==> src/rtl/hazard_pkg.sv <==
// Shared types and constants for the hazard/control-flow sequencer.
package hazard_pkg;

  localparam int unsigned REG_W = 3;
  localparam int unsigned CNT_W = 3;

  typedef enum logic [1:0] {
    IDLE      = 2'd0,
    POP_WAIT  = 2'd1,
    INT_ENTER = 2'd2
  } state_t;

endpackage

==> src/rtl/hazard_controller_if.sv <==
// Pipeline-side hazard inputs and stage-control outputs of the hazard sequencer.
interface hazard_controller_if;
  import hazard_pkg::*;

  logic [REG_W-1:0] i_dec_rs;
  logic [REG_W-1:0] i_dec_rt;
  logic             i_dec_uses_rs;
  logic             i_dec_uses_rt;
  logic             i_ex_mem_read;
  logic             i_ex_write_back;
  logic [REG_W-1:0] i_ex_rd;
  logic             i_ex_pop_pc;
  logic             i_ex_branch_taken;
  logic             i_interrupt;
  logic             o_pc_stall;
  logic             o_fd_stall;
  logic             o_fd_flush;
  logic             o_de_flush;
  logic             o_int_inject;
  logic             o_busy;

  modport master (
    output i_dec_rs, i_dec_rt, i_dec_uses_rs, i_dec_uses_rt,
           i_ex_mem_read, i_ex_write_back, i_ex_rd,
           i_ex_pop_pc, i_ex_branch_taken, i_interrupt,
    input  o_pc_stall, o_fd_stall, o_fd_flush, o_de_flush,
           o_int_inject, o_busy
  );

  modport slave (
    input  i_dec_rs, i_dec_rt, i_dec_uses_rs, i_dec_uses_rt,
           i_ex_mem_read, i_ex_write_back, i_ex_rd,
           i_ex_pop_pc, i_ex_branch_taken, i_interrupt,
    output o_pc_stall, o_fd_stall, o_fd_flush, o_de_flush,
           o_int_inject, o_busy
  );
endinterface

==> src/rtl/load_use_detect.sv <==
// Combinational load-use comparator: decode source matches an in-flight load destination.
module load_use_detect
  import hazard_pkg::*;
(
  input  logic             i_ex_mem_read,
  input  logic             i_ex_write_back,
  input  logic [REG_W-1:0] i_ex_rd,
  input  logic [REG_W-1:0] i_dec_rs,
  input  logic [REG_W-1:0] i_dec_rt,
  input  logic             i_dec_uses_rs,
  input  logic             i_dec_uses_rt,
  output logic             o_hit
);

  always_comb begin
    o_hit = i_ex_mem_read & i_ex_write_back &
            ((i_dec_uses_rs & (i_dec_rs == i_ex_rd)) |
             (i_dec_uses_rt & (i_dec_rt == i_ex_rd)));
  end

endmodule

==> src/rtl/hazard_controller.sv <==
// Hazard sequencer: load-use stall, branch squash, multi-cycle PC pop and interrupt entry.
module hazard_controller
  import hazard_pkg::*;
#(
  parameter int unsigned POP_CYCLES = 2,
  parameter int unsigned INT_CYCLES = 2
) (
  input logic                i_clk,
  input logic                i_reset,
  hazard_controller_if.slave hz
);

  localparam logic [CNT_W-1:0] POP_LOAD = CNT_W'(POP_CYCLES - 1);
  localparam logic [CNT_W-1:0] INT_LOAD = CNT_W'(INT_CYCLES - 1);

  state_t           state, state_nxt;
  logic [CNT_W-1:0] cnt, cnt_nxt;
  logic             int_pend, int_pend_nxt;
  logic             int_accept;
  logic             lu_hit;
  logic             pc_stall, fd_stall, fd_flush, de_flush, int_inject, busy;

  load_use_detect u_load_use_detect (
    .i_ex_mem_read   (hz.i_ex_mem_read),
    .i_ex_write_back (hz.i_ex_write_back),
    .i_ex_rd         (hz.i_ex_rd),
    .i_dec_rs        (hz.i_dec_rs),
    .i_dec_rt        (hz.i_dec_rt),
    .i_dec_uses_rs   (hz.i_dec_uses_rs),
    .i_dec_uses_rt   (hz.i_dec_uses_rt),
    .o_hit           (lu_hit)
  );

  always_comb begin
    state_nxt  = state;
    cnt_nxt    = cnt;
    int_accept = 1'b0;
    pc_stall   = 1'b0;
    fd_stall   = 1'b0;
    fd_flush   = 1'b0;
    de_flush   = 1'b0;
    int_inject = 1'b0;
    busy       = (state != IDLE);
    case (state)
      IDLE: begin
        if (hz.i_ex_pop_pc) begin
          pc_stall  = 1'b1;
          fd_flush  = 1'b1;
          de_flush  = 1'b1;
          state_nxt = POP_WAIT;
          cnt_nxt   = POP_LOAD;
        end else if (hz.i_ex_branch_taken) begin
          fd_flush = 1'b1;
          de_flush = 1'b1;
        end else if (int_pend || hz.i_interrupt) begin
          pc_stall   = 1'b1;
          fd_flush   = 1'b1;
          int_inject = 1'b1;
          int_accept = 1'b1;
          state_nxt  = INT_ENTER;
          cnt_nxt    = INT_LOAD;
        end else if (lu_hit) begin
          pc_stall = 1'b1;
          fd_stall = 1'b1;
          de_flush = 1'b1;
        end
      end
      POP_WAIT, INT_ENTER: begin
        pc_stall = 1'b1;
        fd_flush = 1'b1;
        de_flush = 1'b1;
        if (cnt == '0) state_nxt = IDLE;
        else           cnt_nxt   = cnt - 1'b1;
      end
      default: state_nxt = IDLE;
    endcase
    // A pulse that is not taken this cycle merges into the single pending request.
    if (int_accept)          int_pend_nxt = 1'b0;
    else if (hz.i_interrupt) int_pend_nxt = 1'b1;
    else                     int_pend_nxt = int_pend;
  end

  always_ff @(posedge i_clk) begin
    if (i_reset) begin
      state    <= IDLE;
      cnt      <= '0;
      int_pend <= 1'b0;
    end else begin
      state    <= state_nxt;
      cnt      <= cnt_nxt;
      int_pend <= int_pend_nxt;
    end
  end

  assign hz.o_pc_stall   = pc_stall;
  assign hz.o_fd_stall   = fd_stall;
  assign hz.o_fd_flush   = fd_flush;
  assign hz.o_de_flush   = de_flush;
  assign hz.o_int_inject = int_inject;
  assign hz.o_busy       = busy;

endmodule

==> src/flat_wrapper.sv <==
// flat-port wrapper written by rule: the top's interface ports become plain ports
module hazard_controller_flat import hazard_pkg::*;
#(
  parameter int unsigned POP_CYCLES = 2,
  parameter int unsigned INT_CYCLES = 2
)
  (i_clk, i_reset, hz_i_dec_rs, hz_i_dec_rt, hz_i_dec_uses_rs, hz_i_dec_uses_rt, hz_i_ex_mem_read, hz_i_ex_write_back, hz_i_ex_rd, hz_i_ex_pop_pc, hz_i_ex_branch_taken, hz_i_interrupt, hz_o_pc_stall, hz_o_fd_stall, hz_o_fd_flush, hz_o_de_flush, hz_o_int_inject, hz_o_busy);
  hazard_controller_if hz_i ();
  input logic i_clk;
  input logic i_reset;
  input wire logic [$bits(hz_i.i_dec_rs)-1:0] hz_i_dec_rs;
  input wire logic [$bits(hz_i.i_dec_rt)-1:0] hz_i_dec_rt;
  input wire logic [$bits(hz_i.i_dec_uses_rs)-1:0] hz_i_dec_uses_rs;
  input wire logic [$bits(hz_i.i_dec_uses_rt)-1:0] hz_i_dec_uses_rt;
  input wire logic [$bits(hz_i.i_ex_mem_read)-1:0] hz_i_ex_mem_read;
  input wire logic [$bits(hz_i.i_ex_write_back)-1:0] hz_i_ex_write_back;
  input wire logic [$bits(hz_i.i_ex_rd)-1:0] hz_i_ex_rd;
  input wire logic [$bits(hz_i.i_ex_pop_pc)-1:0] hz_i_ex_pop_pc;
  input wire logic [$bits(hz_i.i_ex_branch_taken)-1:0] hz_i_ex_branch_taken;
  input wire logic [$bits(hz_i.i_interrupt)-1:0] hz_i_interrupt;
  output wire logic [$bits(hz_i.o_pc_stall)-1:0] hz_o_pc_stall;
  output wire logic [$bits(hz_i.o_fd_stall)-1:0] hz_o_fd_stall;
  output wire logic [$bits(hz_i.o_fd_flush)-1:0] hz_o_fd_flush;
  output wire logic [$bits(hz_i.o_de_flush)-1:0] hz_o_de_flush;
  output wire logic [$bits(hz_i.o_int_inject)-1:0] hz_o_int_inject;
  output wire logic [$bits(hz_i.o_busy)-1:0] hz_o_busy;
  assign hz_i.i_dec_rs = hz_i_dec_rs;
  assign hz_i.i_dec_rt = hz_i_dec_rt;
  assign hz_i.i_dec_uses_rs = hz_i_dec_uses_rs;
  assign hz_i.i_dec_uses_rt = hz_i_dec_uses_rt;
  assign hz_i.i_ex_mem_read = hz_i_ex_mem_read;
  assign hz_i.i_ex_write_back = hz_i_ex_write_back;
  assign hz_i.i_ex_rd = hz_i_ex_rd;
  assign hz_i.i_ex_pop_pc = hz_i_ex_pop_pc;
  assign hz_i.i_ex_branch_taken = hz_i_ex_branch_taken;
  assign hz_i.i_interrupt = hz_i_interrupt;
  assign hz_o_pc_stall = hz_i.o_pc_stall;
  assign hz_o_fd_stall = hz_i.o_fd_stall;
  assign hz_o_fd_flush = hz_i.o_fd_flush;
  assign hz_o_de_flush = hz_i.o_de_flush;
  assign hz_o_int_inject = hz_i.o_int_inject;
  assign hz_o_busy = hz_i.o_busy;
  hazard_controller #(.POP_CYCLES(POP_CYCLES), .INT_CYCLES(INT_CYCLES)) u_core (.i_clk(i_clk), .i_reset(i_reset), .hz(hz_i));
endmodule
==> config.mk <==
export PLATFORM = sky130hd
export DESIGN_NAME = hazard_controller_flat
export DESIGN_NICKNAME = d
export VERILOG_FILES = /design/src/rtl/hazard_pkg.sv /design/src/rtl/hazard_controller_if.sv /design/src/rtl/load_use_detect.sv /design/src/rtl/hazard_controller.sv /design/src/flat_wrapper.sv
export SDC_FILE = /design/constraint.sdc
export NUM_CORES = 1
export LEC_CHECK = 0
export BUFFER_PORTS_ARGS = -buffer_cell sky130_fd_sc_hd__buf_2
export CAP_MARGIN = 20
export CORE_AREA = 2 2 39 41
export CTS_CLUSTER_SIZE = 12
export DETAILED_ROUTE_END_ITERATION = 8
export DIE_AREA = 0 0 41 43
export PLACE_DENSITY = 0.71
export SLEW_MARGIN = 0
export SYNTH_ARGS = -nofsm -noshare
export SYNTH_HDL_FRONTEND = slang
export SYNTH_SLANG_ARGS = --single-unit
==> constraint.sdc <==
create_clock -name i_clk -period 3.6 [get_ports i_clk]
set_input_delay 0.72 -clock i_clk [delete_from_list [all_inputs] [get_ports i_clk]]
set_output_delay 0.72 -clock i_clk [all_outputs]
set_load 0.01 [all_outputs]
==> results_dict.tcl <==
set metrics [dict create \
    critPathLaunchType "input pin" \
    crit_path_start "hz_i_ex_rd[0]" \
    synth-edff-count 0 \
    rows 14 \
    grt-ovfl-total 0 \
    fmax_ghz 0.411 \
    yosys.area.top_type "dfxtp_1" \
    relSlewSlack_pct 80.6 \
    rsz0062_at_grt "false" \
    p_sw_share_pct 33.6 \
    clk_root_buffer_cell "clkbuf_4" \
    dr_total_vias 546 \
    fin_setup_tns_ns 0 \
    r2r-start "u_core.state[0]$_SDFFE_PP0P_" \
    hold_violations 0 \
    io_pins 24 \
    synth_area_leaders "dfxtp_1 23%, xnor2_1 10%, ha_1 9.8%" \
    synthCells 66 \
    yosys.area_share.simple_pct 26.4 \
    hpwl_um 913 \
    power_mw 0.232 \
    hp-start "u_core.cnt[1]$_SDFFE_PP0P_" \
    cts_tree "yes" \
    fillers 147 \
    port_buffers 23 \
    crit_required_ns 2.88 \
    grt_pass1_wl_um 1800 \
    wire_per_inst_um 10.5 \
    cp-end-kind "output pin" \
    final_common_cell "buf_2" \
    final_cell_mix "23 x buf_2, 8 x a21oi_1" \
    drt_pass1_iterations 3 \
    power_frac_seq_pct 33.0 \
    antenna_found_initial 0 \
    synth-seq-cells 6 \
    power_density_mw_per_mm2 350 \
    maxCapViolCount 0 \
    yosysWarnings 0 \
    grt_start_max_net_pins 11 \
    synth_top_family_by_area "simple AND/OR/NAND/NOR gates" \
    ys_types 25 \
    viasPerCell 5.10 \
    period_share_pct 67.6 \
    nets 115 \
    power_frac_comb_pct 40.6 \
    ys_seq_area_share_pct 23.5 \
    wirelength_um 1120 \
    cts.sinks 6 \
    synth_fp_nets 88 \
    antenna_cells 0 \
    switchingPower_mw 0.0780 \
    async_flop_share_pct 0 \
    period_needed_ns 2.43 \
    clockBufferDepth 2 \
    synth_compound_area_share_pct 24.2 \
    die-area_mm2 0.00176 \
    netlist_area_um2 512 \
    initial_core_util_pct 37.0 \
    clk_pin_slew_ns 0.05 \
    grt_pass1_vias 479 \
    gp_congestion 0.736 \
    cts-htree-levels 1 \
    skew_ns 0.00631 \
    finalSetupViolations 0 \
    track_usage_pct 14.7 \
    hold_buffers 0 \
    ys.flop_type "dfxtp_1" \
    synth.area.mux_share_pct 0 \
    coreArea_mm2 0.00138 \
    post_route_cells_drive_above_1_share_pct 34.1 \
    drc 0 \
    hold_slack_ns 0.470 \
    p_leak_nw 0.295 \
    synth_fa_ha_area_share_pct 9.78 \
    ant_nets 0 \
    min_path_cells 2 \
    postCtsSetupBuffers 0 \
    vdd_ir_drop_max_mv 0.189 \
    synthXorXnorAreaFrac_pct 10.3 \
    clockPowerShare_pct 26.4 \
    worst_skew_pair.late_latency_ns 0.24 \
    die_height_um 43 \
    first_iter_violations 9 \
    synth_top_area_share_pct 23.5 \
    hp-class "register to register" \
    crit_type "input pin to output pin" \
    status "finished, final reports clean" \
    syn_area_per_cell_um2 7.75 \
    r2r_cells 6 \
    p_int_mw 0.154 \
    die_x_um 41 \
    tightest_slew_ns 0.291 \
    numCtsBuffers 3 \
    syn_to_final_growth_pct 29.3 \
    cp_data_arrival_time_ns 1.71 \
    r2r_slack_ns 1.91 \
    ctsResizeCount 0 \
    cp_max_fo 2 \
    drv_slew 0 \
]
-- logic make-up after synthesis --
family / Yosys count
AND/OR/NAND/NOR: 23
AO/OA/AOI/OAI: 20
buffers and inverters: 7
XOR/XNOR: 6
flip-flops: 6
adder cells (fa/ha/maj): 4
-- final timing paths --
| path | to |
|---|---|
| worst min-delay path | u_core.cnt[1]$_SDFFE_PP0P_ |
| worst max register to register | u_core.cnt[0]$_SDFFE_PP0P_ |
| worst max-delay path | hz_o_de_flush |
| worst min register to register | u_core.cnt[1]$_SDFFE_PP0P_ |
-- critical path, cell delays in order --
cell and delay, ns:
buf_2 0.11, xnor2_1 0.13, and4_1 0.23, o2111ai_1 0.16, a211oi_1 0.21, buf_2 0.16
-- state kept, by name (all words and copies together), names as in the netlist --
| signal | flops |
|---|---|
| u_core.state | 2 |
| u_core.int_pend | 1 |
| u_core.cnt | 3 |
-- power groups by stage --
stage	Combinational [mW]	Sequential, mW	Clock [mW]
floorplan	0.0653	0.0767	0
global placement	0.0922	0.0774	0
detailed placement	0.0948	0.0776	0
CTS	0.0949	0.0764	0.0654
global route	0.108	0.0771	0.0694
finish	0.0942	0.0765	0.0611
-- through the flow --
step	std cells	util [%]	setup WS [ns]	instance area [um2]
after floorplan	66	-	1.33	512
after global placement	104	46.2	1.16	639
after detailed placement	104	46.2	1.16	639
after CTS	107	47.8	1.15	662
after global routing	107	47.8	1.04	662
final	107	47.8	1.17	662
-- per-layer routing --
layer | wire, um | GRT usage [%]
met5 | 0 | 0
met4 | 0 | 8.00
met3 | 44 | 3.14
met2 | 583 | 24.4
met1 | 494 | 16.3
-- synthesized netlist by cell type, drive strengths merged, types with 2 or more instances --
library cell  n
nand2         3
inv           6
a31oi         2
ha            4
nor2          6
and4          2
xnor2         6
or3           2
o21ai         6
nand2b        2
a21oi         8
nand3         2
dfxtp         6
-- cell type report --
type | instances | area [um2] | area share [%]
multi-input cells | 53 | 362 | 54.6
flip-flops and latches | 6 | 120 | 18.1
repair buffers | 23 | 115 | 17.4
clock buffers | 3 | 22.5 | 3.40
inverters | 6 | 22.5 | 3.40
well taps | 16 | 20.0 | 3.02
Power figures use the tool's default switching activity.
